===== config.mk =====
export PLATFORM = sky130hd
export DESIGN_NAME = pc_gen
export DESIGN_NICKNAME = d
export VERILOG_FILES = /design/src/rtl/pc_gen.sv
export SDC_FILE = /design/constraint.sdc
export NUM_CORES = 1
export LEC_CHECK = 0
export ABC_CLOCK_PERIOD_IN_PS = 10400
export CORE_MARGIN = 10
export CORE_UTILIZATION = 54
export CTS_BUF_LIST = sky130_fd_sc_hd__clkbuf_8 sky130_fd_sc_hd__clkbuf_16
export CTS_CLUSTER_DIAMETER = 100
export CTS_CLUSTER_SIZE = 14
export DETAILED_ROUTE_END_ITERATION = 8
export HOLD_SLACK_MARGIN = 0.08
export PLACE_DENSITY_LB_ADDON = 0.15
export SYNTH_ARGS = -nofsm -noshare
export SYNTH_HDL_FRONTEND = slang
export SYNTH_SLANG_ARGS = --single-unit

===== constraint.sdc =====
create_clock -name clk -period 10.4 [get_ports clk]
set_clock_uncertainty 0.1 [all_clocks]
set_input_delay 1.04 -clock clk [delete_from_list [all_inputs] [get_ports clk]]
set_output_delay 1.04 -clock clk [all_outputs]
set_load 0.03 [all_outputs]

===== src/rtl/pc_gen.sv =====
// Fetch-stage program counter: reset/exception vectors, eret, branch redirect,
// stall/ready-gated advance, and a circular return-address stack for returns.
module pc_gen #(
   parameter int          ADDR_W    = 32,
   parameter logic [31:0] RESET_VEC = 32'h0000_0000,
   parameter logic [31:0] EXC_VEC   = 32'h0000_0180,
   parameter int          INC       = 4,
   parameter int          RAS_DEPTH = 4
) (
   input  logic              clk,
   input  logic              rst,
   input  logic              stall_i,
   input  logic              ready_i,
   input  logic              exc_i,
   input  logic              eret_i,
   input  logic [ADDR_W-1:0] epc_i,
   input  logic              branchEnable_i,
   input  logic [ADDR_W-1:0] branchAddr_i,
   input  logic              call_i,
   input  logic [ADDR_W-1:0] linkAddr_i,
   input  logic              ret_i,
   output logic [ADDR_W-1:0] pc_o,
   output logic              pcValid_o,
   output logic              rasEmpty_o,
   output logic              rasOverflow_o
);

   localparam int PTR_W = (RAS_DEPTH > 1) ? $clog2(RAS_DEPTH) : 1;
   localparam int CNT_W = $clog2(RAS_DEPTH + 1);
   localparam logic [ADDR_W-1:0] RST_A  = ADDR_W'(RESET_VEC);
   localparam logic [ADDR_W-1:0] EXC_A  = ADDR_W'(EXC_VEC);
   localparam logic [ADDR_W-1:0] INC_A  = ADDR_W'(INC);
   localparam logic [CNT_W-1:0]  FULL_C = CNT_W'(RAS_DEPTH);

   logic [ADDR_W-1:0] pc_q, pc_d;
   logic              vld_q;
   logic [PTR_W-1:0]  top_q, top_d;
   logic [CNT_W-1:0]  cnt_q, cnt_d;
   logic              ovf_q, ovf_d;
   logic [ADDR_W-1:0] ras_q [RAS_DEPTH];
   logic              wr_en;
   logic [PTR_W-1:0]  wr_idx;
   logic              has_top;

   assign has_top = (cnt_q != '0);

   always_comb begin
      pc_d   = pc_q;
      top_d  = top_q;
      cnt_d  = cnt_q;
      ovf_d  = ovf_q;
      wr_en  = 1'b0;
      wr_idx = top_q;

      if (exc_i)
         pc_d = EXC_A;
      else if (eret_i)
         pc_d = epc_i;
      else if (ret_i)
         pc_d = has_top ? ras_q[top_q] : branchAddr_i;
      else if (branchEnable_i)
         pc_d = branchAddr_i;
      else if (vld_q && ready_i && !stall_i)
         pc_d = pc_q + INC_A;

      if (exc_i) begin
         top_d = '0;
         cnt_d = '0;
      end else if (!eret_i) begin
         if (call_i && ret_i && has_top) begin
            // call+ret: the popped frame is replaced by the new link in place
            wr_en = 1'b1;
         end else if (call_i) begin
            wr_en  = 1'b1;
            wr_idx = top_q + PTR_W'(1);
            top_d  = top_q + PTR_W'(1);
            if (cnt_q == FULL_C)
               ovf_d = 1'b1;
            else
               cnt_d = cnt_q + CNT_W'(1);
         end else if (ret_i && has_top) begin
            top_d = top_q - PTR_W'(1);
            cnt_d = cnt_q - CNT_W'(1);
         end
      end
   end

   always_ff @(posedge clk) begin
      if (rst) begin
         pc_q  <= RST_A;
         vld_q <= 1'b0;
         top_q <= '0;
         cnt_q <= '0;
         ovf_q <= 1'b0;
      end else begin
         pc_q  <= pc_d;
         vld_q <= 1'b1;
         top_q <= top_d;
         cnt_q <= cnt_d;
         ovf_q <= ovf_d;
      end
   end

   // Storage needs no reset; count/top gate every read.
   always_ff @(posedge clk) begin
      if (!rst && wr_en)
         ras_q[wr_idx] <= linkAddr_i;
   end

   assign pc_o          = pc_q;
   assign pcValid_o     = vld_q;
   assign rasEmpty_o    = (cnt_q == '0);
   assign rasOverflow_o = ovf_q;

endmodule


==> results of run 1 <==
## power breakdown
part / internal (mW) / switching, mW
logic: 0.0815 / 0.0899
clock network: 0.339 / 0.278
registers: 0.737 / 0.0147
## synth_stat cells, types with 7 or more instances
cell / count
nand2_1: 37
nand2b_1: 10
a211oi_1: 7
a31oi_1: 8
dfxtp_1: 41
nor2_1: 39
inv_1: 11
clkbuf_1: 17
o22ai_1: 7
mux4_2: 32
edfxtp_1: 128
nor3_1: 11
buf_2: 11
a221o_1: 9
a21oi_1: 18
a221oi_1: 10
o21ai_0: 26
nand3_1: 22
## how the worst max path moves through the flow
stage | slack [ns] | cells past startpoint | to | from
2_1_floorplan | 6.36 | 8 | ras_q[2][0] | ret_i
3_3_place_gp | 6.19 | 6 | ras_q[0][26] | ret_i
3_5_place_dp | 6.06 | 6 | ras_q[0][14] | ret_i
4_1_cts | 6.51 | 6 | ras_q[0][2] | ret_i
5_1_grt | 6.34 | 6 | ras_q[0][24] | ret_i
6_report | 6.51 | 6 | ras_q[0][29] | ret_i
## registers in the layout, indices dropped and copies added, names as in the netlist, named ones only
| name | cells |
|---|---|
| rasOverflow_o | 1 |
| cnt_q | 3 |
| top_q | 2 |
| ras_q | 128 |
| pc_o | 30 |
| pcValid_o | 1 |
## cell families after synthesis
family / Yosys count / share of synthesized area
mux: 34 / 0.09675
simple gates: 163 / 0.1105
flops: 169 / 0.6083
fa+ha+maj: 4 / 0.007506
xor+xnor: 9 / 0.01028
compound gates: 146 / 0.1405
buf+inv: 45 / 0.02627
## per-layer routing
layer	vias to the layer above	GRT usage
met1	2904	0.2975
met2	415	0.3845
met5	-	0
met3	65	0.06438
li1	2586	-
met4	0	0.09610
## critical path, stage by stage
cell and delay, ns:
clkdlybuf4s50_1 0.69, nand2b_1 0.25, o21ai_0 0.43, mux2_2 0.42, nor2_2 0.64, buf_4 0.42
## layout make-up
| type | count | area, um2 | area share |
|---|---|---|---|
| Clock inverter | 15 | 166.4 | 0.01694 |
| Multi-Input combinational cell | 356 | 2813 | 0.2864 |
| Sequential cell | 169 | 4666 | 0.4751 |
| Timing Repair Buffer | 152 | 1484 | 0.1511 |
| Inverter | 11 | 41.29 | 0.004204 |
| Tap cell | 180 | 225.2 | 0.02293 |
| Clock buffer | 17 | 425.4 | 0.04332 |
==> results.cfg, run 1 <==
[setup_path]
regToRegStartpoint = cnt_q[2]
r2r_cells = 6
reg2reg_to = ras_q[0][29]
cp-end-kind = flip-flop
required_ns = 10.41
startpoint_type = input port
worst-r2r-setup-slack_ns = 7.22
critPathArrivalTime_ns = 3.90
crit_type = input port to flip-flop
crit_fanout = 18

[power_and_ir_drop]
total_power_mw = 1.539
powerDensity_nw_per_um2 = 156.8
leakagePower_nw = 3.199
ir_worst_vdd_mv = 0.1421

[clock_tree]
cts.clk_slew.worst_paths_ns = 0.07
cts_buffers = 17
clock_latency_ns = 0.43
cts-htree-levels = 4
postCtsHoldBufs = 0
clockBufferDepth = 2
cts_tree = yes
cts.repair.resized = 0
cts_setup_buffers = 0
clkSinkCount = 169
ctsRootBufferMaster = clkbuf_16

[floorplan]
core_area_um2 = 13880
initial_core_util = 0.5525
die_y_um = 139.2
ios = 140
die_w_um = 139.2
rows = 43
die_area_um2 = 19370

[synthesis]
synth_area_um2 = 7669
yosys.area.top_type = edfxtp_1
syn_area_per_cell_um2 = 13.45
ys.flop_type = edfxtp_1
syn-num-nets = 679
synth_cell_types = 77
synth-seq-cells = 169
yosysSeqAreaShare = 0.6083
async_flop_share = 0
synth_warnings = 0
synthTopCellsByArea = edfxtp_1 50%, dfxtp_1 11%, mux4_2 9.4%, nor2_1 1.9%, nand2_1 1.8%
synth_cells = 570
synth_edf_count = 128
synth_top_area_frac = 0.5012

[routing]
drc = 0
routed-via-count = 5970
wl_per_cell_um = 25.95
vias_per_cell = 6.633
routed_wl_um = 23360
detail_route.iter0.violations = 722
ant_nets = 0
wl_met1_um = 8983
dr_wl_met3_um = 2353
highest_layer = met4
wl_met2_um = 11240
dr.pass1.iters = 6

[layout]
stdcell_count = 900
fin_area_um2 = 9821
diodes = 0
layout_common_cells = 138 x clkdlybuf4s50_1, 128 x edfxtp_1, 40 x dfxtp_1, 37 x nand2_1, 35 x nor2_1
final_nets = 816
final_common_cell = clkdlybuf4s50_1
drive_gt1_frac = 0.1333
areaGrowthSynthToFinish_pct = 28.06
fillers = 950
final_core_util = 0.7075

[timing]
rsz0062_at_grt = no
period_share = 0.3745
holdWs_ns = 0.4081
finalHoldViolations = 0
worst_pin_slew_ns = 1.080
finalSetupTns_ns = 0
slew_headroom = 0.2770
max_freq_mhz = 256.8
setup_ws_ns = 6.505
post-route-min-period_ns = 3.895
setup_viol = 0
slew_viol_final = 0

[flow_run]
drv_cap = 0

[place]
place_area_um2 = 9229
dp_slack_ns = 6.058
routabilityCongestion = 0.9434
dp_cells = 868
post-dp-hpwl_um = 16960
io_buffers = 139

[global_routing]
antenna_found_initial = 0
grt_pass1_vias = 6015
gr-total-overflow = 0
grt_max_degree = 61
grt_first_pass_wirelength_um = 35630
grt_usage = 0.2382

[outcome]
status = finished clean

[hold_path]
min_path_type = flip-flop to flip-flop
hold_depth = 2
hp-start = rasOverflow_o
min_to = rasOverflow_o
Note: power is estimated with default switching activity, not from simulation.
==> run 2: changes to the inputs <==
--- a/config.mk
+++ b/config.mk
@@ -5,9 +5,9 @@
 export SDC_FILE = /design/constraint.sdc
 export NUM_CORES = 1
 export LEC_CHECK = 0
-export ABC_CLOCK_PERIOD_IN_PS = 10400
+export ABC_CLOCK_PERIOD_IN_PS = 3750
 export CORE_MARGIN = 10
-export CORE_UTILIZATION = 54
+export CORE_UTILIZATION = 53
 export CTS_BUF_LIST = sky130_fd_sc_hd__clkbuf_8 sky130_fd_sc_hd__clkbuf_16
 export CTS_CLUSTER_DIAMETER = 100
 export CTS_CLUSTER_SIZE = 14
==> constraint.sdc (replaced) <==
create_clock -name clk -period 3.75 [get_ports clk]
set_clock_uncertainty 0.1 [all_clocks]
set_input_delay 0.375 -clock clk [delete_from_list [all_inputs] [get_ports clk]]
set_output_delay 0.375 -clock clk [all_outputs]
set_load 0.03 [all_outputs]
==> run 2 against run 1 <==
Flip-flop and latch count is the same. Utilization fell by 0.31 points. Hold slack worse by 0.022 ns. Total power increased to 2.7 times the previous value. Non-clock buffer count increased by 8. Clock power increased to 2.7 times the previous value. Sequential share of layout area shrank 0.34 points. Cell count increased by 0.89%. Critical path depth unchanged. Worst setup slack lost 5.6 ns. Cell area rose by 0.71%.
==> results.cfg, run 2 (same netlist as run 1, synthesis figures left out) <==
[setup_path]
critPathArrivalTime_ns = 2.84
endpoint = ras_q[2][9]
worst-r2r-setup-slack_ns = 0.94
required_ns = 3.77
reg2reg_to = ras_q[2][9]
r2r_cells = 6
startpoint_type = input port
crit_fanout = 27
regToRegStartpoint = cnt_q[2]
crit_type = input port to flip-flop
startpoint = ret_i
cp-end-kind = flip-flop

[clock_tree]
clock_latency_ns = 0.43
clkSinkCount = 169
clockBufferDepth = 2
cts_tree = yes
cts_setup_buffers = 0
cts.clk_slew.worst_paths_ns = 0.06
cts.repair.resized = 0
cts-htree-levels = 4
ctsRootBufferMaster = clkbuf_16
postCtsHoldBufs = 0
cts_buffers = 17

[timing]
worst_pin_slew_ns = 0.7448
setup_viol = 0
max_freq_mhz = 354.0
setup_ws_ns = 0.9252
post-route-min-period_ns = 2.825
finalHoldViolations = 0
rsz0062_at_grt = no
finalSetupTns_ns = 0
slew_headroom = 0.5029
period_share = 0.7533
slew_viol_final = 0

[place]
dp_slack_ns = 0.5133
routabilityCongestion = 0.9416
post-dp-hpwl_um = 15950
io_buffers = 139

[power_and_ir_drop]
powerDensity_nw_per_um2 = 425.8
leakagePower_nw = 3.238
ir_worst_vdd_mv = 0.3259

[layout]
max_flop_register = ras_q
final_core_util = 0.7044
layout_common_cells = 138 x clkdlybuf4s50_1, 128 x edfxtp_1, 40 x dfxtp_1, 37 x nand2_1, 35 x nor2_1
fillers = 964
drive_gt1_frac = 0.1415
final_common_cell = clkdlybuf4s50_1
largest_reg_flops = 128
diodes = 0
areaGrowthSynthToFinish_pct = 28.98
final_nets = 824

[routing]
highest_layer = met4
wl_met2_um = 10800
drc = 0
wl_per_cell_um = 24.38
routed_wl_um = 22130
detail_route.iter0.violations = 805
routed-via-count = 5790
dr.pass1.iters = 6
dr_wl_met3_um = 2115
ant_nets = 0
vias_per_cell = 6.377
wl_met1_um = 8848

[global_routing]
grt_pass1_vias = 5846
grt_max_degree = 36
gr-total-overflow = 0
grt_usage = 0.2224
antenna_found_initial = 0
grt_first_pass_wirelength_um = 33880

[floorplan]
ios = 140
core_area_um2 = 14040
die_w_um = 140.3
initial_core_util = 0.5461
die_y_um = 140.3
die_area_um2 = 19680
rows = 43

[outcome]
status = finished clean

[flow_run]
drv_cap = 0

[hold_path]
min_path_type = flip-flop to flip-flop
run 2: layout make-up:
type / instances / area [um2] / share of cell area
Sequential cell: 169 / 4666 / 0.4717
Multi-Input combinational cell: 356 / 2813 / 0.2844
Timing Repair Buffer: 160 / 1582 / 0.1599
Clock buffer: 17 / 425.4 / 0.04301
Tap cell: 180 / 225.2 / 0.02277
Clock inverter: 15 / 138.9 / 0.01404
Inverter: 11 / 41.29 / 0.004175
run 2: worst min path at each step:
| stage | depth (start not counted) | to | from | slack, ns |
|---|---|---|---|---|
| global route | 2 | rasOverflow_o | rasOverflow_o | 0.43 |
| finish | 2 | rasOverflow_o | rasOverflow_o | 0.39 |
| floorplan | 1 | rasOverflow_o | rst | 0.35 |
| CTS | 2 | rasOverflow_o | rasOverflow_o | 0.39 |
| global placement | 2 | rasOverflow_o | rasOverflow_o | 0.39 |
| detailed placement | 2 | rasOverflow_o | rasOverflow_o | 0.37 |
run 2: power breakdown:
| group | internal, mW | leakage, nW | switching, mW |
|---|---|---|---|
| sequential | 2.04 | 1.49 | 0.0411 |
| clock | 0.924 | 0.272 | 0.732 |
| combinational | 0.231 | 1.48 | 0.240 |
run 2: stage by stage:
stage          power, mW  std cells  area (um2)  hold WS [ns]
2_1_floorplan      2.338        570        7669        0.3474
3_3_place_gp       2.578        876        9326        0.3891
3_5_place_dp       2.588        876        9326        0.3669
4_1_cts            4.239        908        9891        0.3852
5_1_grt            4.338        908        9891        0.4309
6_report           4.212        908        9891        0.3865
run 2: critical path: stages:
cell and delay, ns:
clkdlybuf4s50_1 0.71, nand2b_1 0.26, o21ai_0 0.41, mux2_2 0.42, nor2_2 0.37, buf_12 0.27
run 2: metal layers:
metal  up-vias  GRT usage
met1      2831     0.2856
met2       314     0.3594
met3        31    0.05815
li1       2614          -
met5         -          0
met4         0    0.07120
==> run 3: changes to the inputs <==
--- a/config.mk
+++ b/config.mk
@@ -5,9 +5,9 @@
 export SDC_FILE = /design/constraint.sdc
 export NUM_CORES = 1
 export LEC_CHECK = 0
-export ABC_CLOCK_PERIOD_IN_PS = 3750
+export ABC_CLOCK_PERIOD_IN_PS = 2350
 export CORE_MARGIN = 10
-export CORE_UTILIZATION = 53
+export CORE_UTILIZATION = 48
 export CTS_BUF_LIST = sky130_fd_sc_hd__clkbuf_8 sky130_fd_sc_hd__clkbuf_16
 export CTS_CLUSTER_DIAMETER = 100
 export CTS_CLUSTER_SIZE = 14
==> constraint.sdc (replaced) <==
create_clock -name clk -period 2.35 [get_ports clk]
set_clock_uncertainty 0.1 [all_clocks]
set_input_delay 0.235 -clock clk [delete_from_list [all_inputs] [get_ports clk]]
set_output_delay 0.235 -clock clk [all_outputs]
set_load 0.03 [all_outputs]
==> run 3 against run 2 <==
Sequential share of layout area decreased by 2.9 points. First-iteration DRC count decreased by 31%. Die area increased by 8.9%. Non-clock buffer count increased by 58. Cell count increased by 10%. Critical path depth decreased by 1. Hold slack got worse by 0.18 ns. Via count increased by 5.2%.
==> results.cfg, run 3 (same netlist as run 1, synthesis figures left out) <==
[place]
place_area_um2 = 9927
dp_slack_ns = -0.3175
io_buffers = 139
routabilityCongestion = 0.9312
post-dp-hpwl_um = 19410

[routing]
ant_nets = 0
routed_wl_um = 25270
vias_per_cell = 6.080
dr.pass1.iters = 5
wl_per_cell_um = 25.22
routed-via-count = 6092
drc = 0
detail_route.iter0.violations = 554

[layout]
layout_common_cells = 138 x clkdlybuf4s50_1, 128 x edfxtp_1, 71 x buf_4, 37 x nand2_1, 37 x dfxtp_1
areaGrowthSynthToFinish_pct = 37.61
final_nets = 882
final_common_cell = clkdlybuf4s50_1
drive_gt1_frac = 0.2176
fin_area_um2 = 10550
largest_reg_flops = 128
diodes = 0
regArea_um2 = 4672
fillers = 1182
multi_input_area_um2 = 2869
max_flop_register = ras_q

[power_and_ir_drop]
powerDensity_nw_per_um2 = 666.6
ir_worst_vdd_mv = 0.5168
p_seq_frac = 0.471
p_clk_frac = 0.406
combPwrFrac = 0.123
leakagePower_nw = 3.586
p_sw_frac = 0.2558
p_int_mw = 5.235
total_power_mw = 7.034
p_sw_mw = 1.799

[clock_tree]
cts-htree-levels = 4
cts.repair.resized = 0
clockBufferDepth = 2
clkSinkCount = 169
clock_latency_ns = 0.43
cts.clk_slew.worst_paths_ns = 0.07
cts_buffers = 17
postCtsHoldBufs = 0
cts_setup_buffers = 0
cts_tree = yes
ctsRootBufferMaster = clkbuf_16

[setup_path]
crit_top_cell = nand3_1
critPathArrivalTime_ns = 2.41
crit_buf_inv = 0
cpMaxStageDelayCell = nor4_4
cp.depth = 5
r2r_cells = 5
required_ns = 2.57
path_cells = nand3_1, nor4_4, nand3_1, a31o_1, a311o_1
startpoint_type = flip-flop
cp-end-kind = flip-flop
crit_fanout = 6
crit_family = simple AND/OR/NAND/NOR gates
crit_path_max_incr_delay_ns = 0.51
crit_type = flip-flop to flip-flop

[timing]
rsz0062_at_grt = no
post-route-min-period_ns = 2.189
finalSetupTns_ns = 0
finalHoldViolations = 0
setup_ws_ns = 0.1613
period_share = 0.9314
setup_viol = 0
slew_headroom = 0.5371
max_freq_mhz = 456.9
holdWs_ns = 0.2114
worst_pin_slew_ns = 0.6881
slew_viol_final = 0

[flow_run]
drv_cap = 0

[hold_path]
min_path_type = input port to flip-flop
hold_depth = 3

[global_routing]
grt_usage = 0.2338
antenna_found_initial = 0
grt_first_pass_wirelength_um = 38340
grt_max_degree = 28
grt_pass1_vias = 6205
gr-total-overflow = 0

[floorplan]
die_w_um = 146.4
rows = 46
die_area_um2 = 21430
die_y_um = 146.4
core_area_um2 = 15770
initial_core_util = 0.4863
ios = 140

[outcome]
status = finished clean
[run 3: cell count changes in the layout (fill, tap and decap cells not counted), moves of 2 or more]
| cell | delta |
|---|---|
| inv_6 | -3 |
| nor2_2 | -4 |
| buf_12 | +5 |
| nor2_4 | +5 |
| clkinv_4 | -3 |
| clkinv_8 | +4 |
| dfxtp_1 | -3 |
| clkinv_1 | -2 |
| dfxtp_2 | +2 |
| inv_8 | +5 |
| buf_4 | +53 |
[run 3: worst reg2reg max path, cell delays in order (launching register included)]
cell,delay [ns]
dfxtp_1,0.46
nand3_1,0.25
nor4_4,0.51
nand3_1,0.18
a31o_1,0.23
a311o_1,0.34
[run 3: metal layers]
metal | wire length [um] | vias to the layer above | global-route usage
met4 | 483 | 0 | 0.06957
met5 | 0 | - | 0
met2 | 12470 | 261 | 0.3844
li1 | - | 2715 | -
met3 | 1605 | 38 | 0.05161
met1 | 10710 | 3078 | 0.3037
[run 3: path summary, 6_finish.rpt]
check	from	to	slack (ns)
worst max-delay path	pc_o[6]	pc_o[18]	0.16
worst min-delay path	eret_i	pc_o[4]	0.21
worst max register to register	pc_o[6]	pc_o[18]	0.16
worst min register to register	pc_o[27]	pc_o[27]	0.43
[run 3: area by class of cell]
class / instances / share of cell area
Clock buffer: 17 / 0.04031
Clock inverter: 15 / 0.01850
Inverter: 11 / 0.003913
Multi-Input combinational cell: 356 / 0.2719
Sequential cell: 169 / 0.4427
Tap cell: 216 / 0.02561
Timing Repair Buffer: 218 / 0.1971
[run 3: power groups by stage]
stage	Combinational, mW	Clock [mW]	Sequential [mW]
after CTS	0.861	2.91	3.31
after floorplan	0.313	0	3.43
final	0.867	2.85	3.31
after global routing	0.919	3.04	3.32
after detailed placement	0.855	0	3.38
after global placement	0.848	0	3.38
[run 3: through the flow]
step                      std cells    util
final                          1002  0.6692
after global routing           1002  0.6692
after CTS                      1002  0.6688
after detailed placement        970  0.6295
after global placement          970  0.6295
after floorplan                 570       -
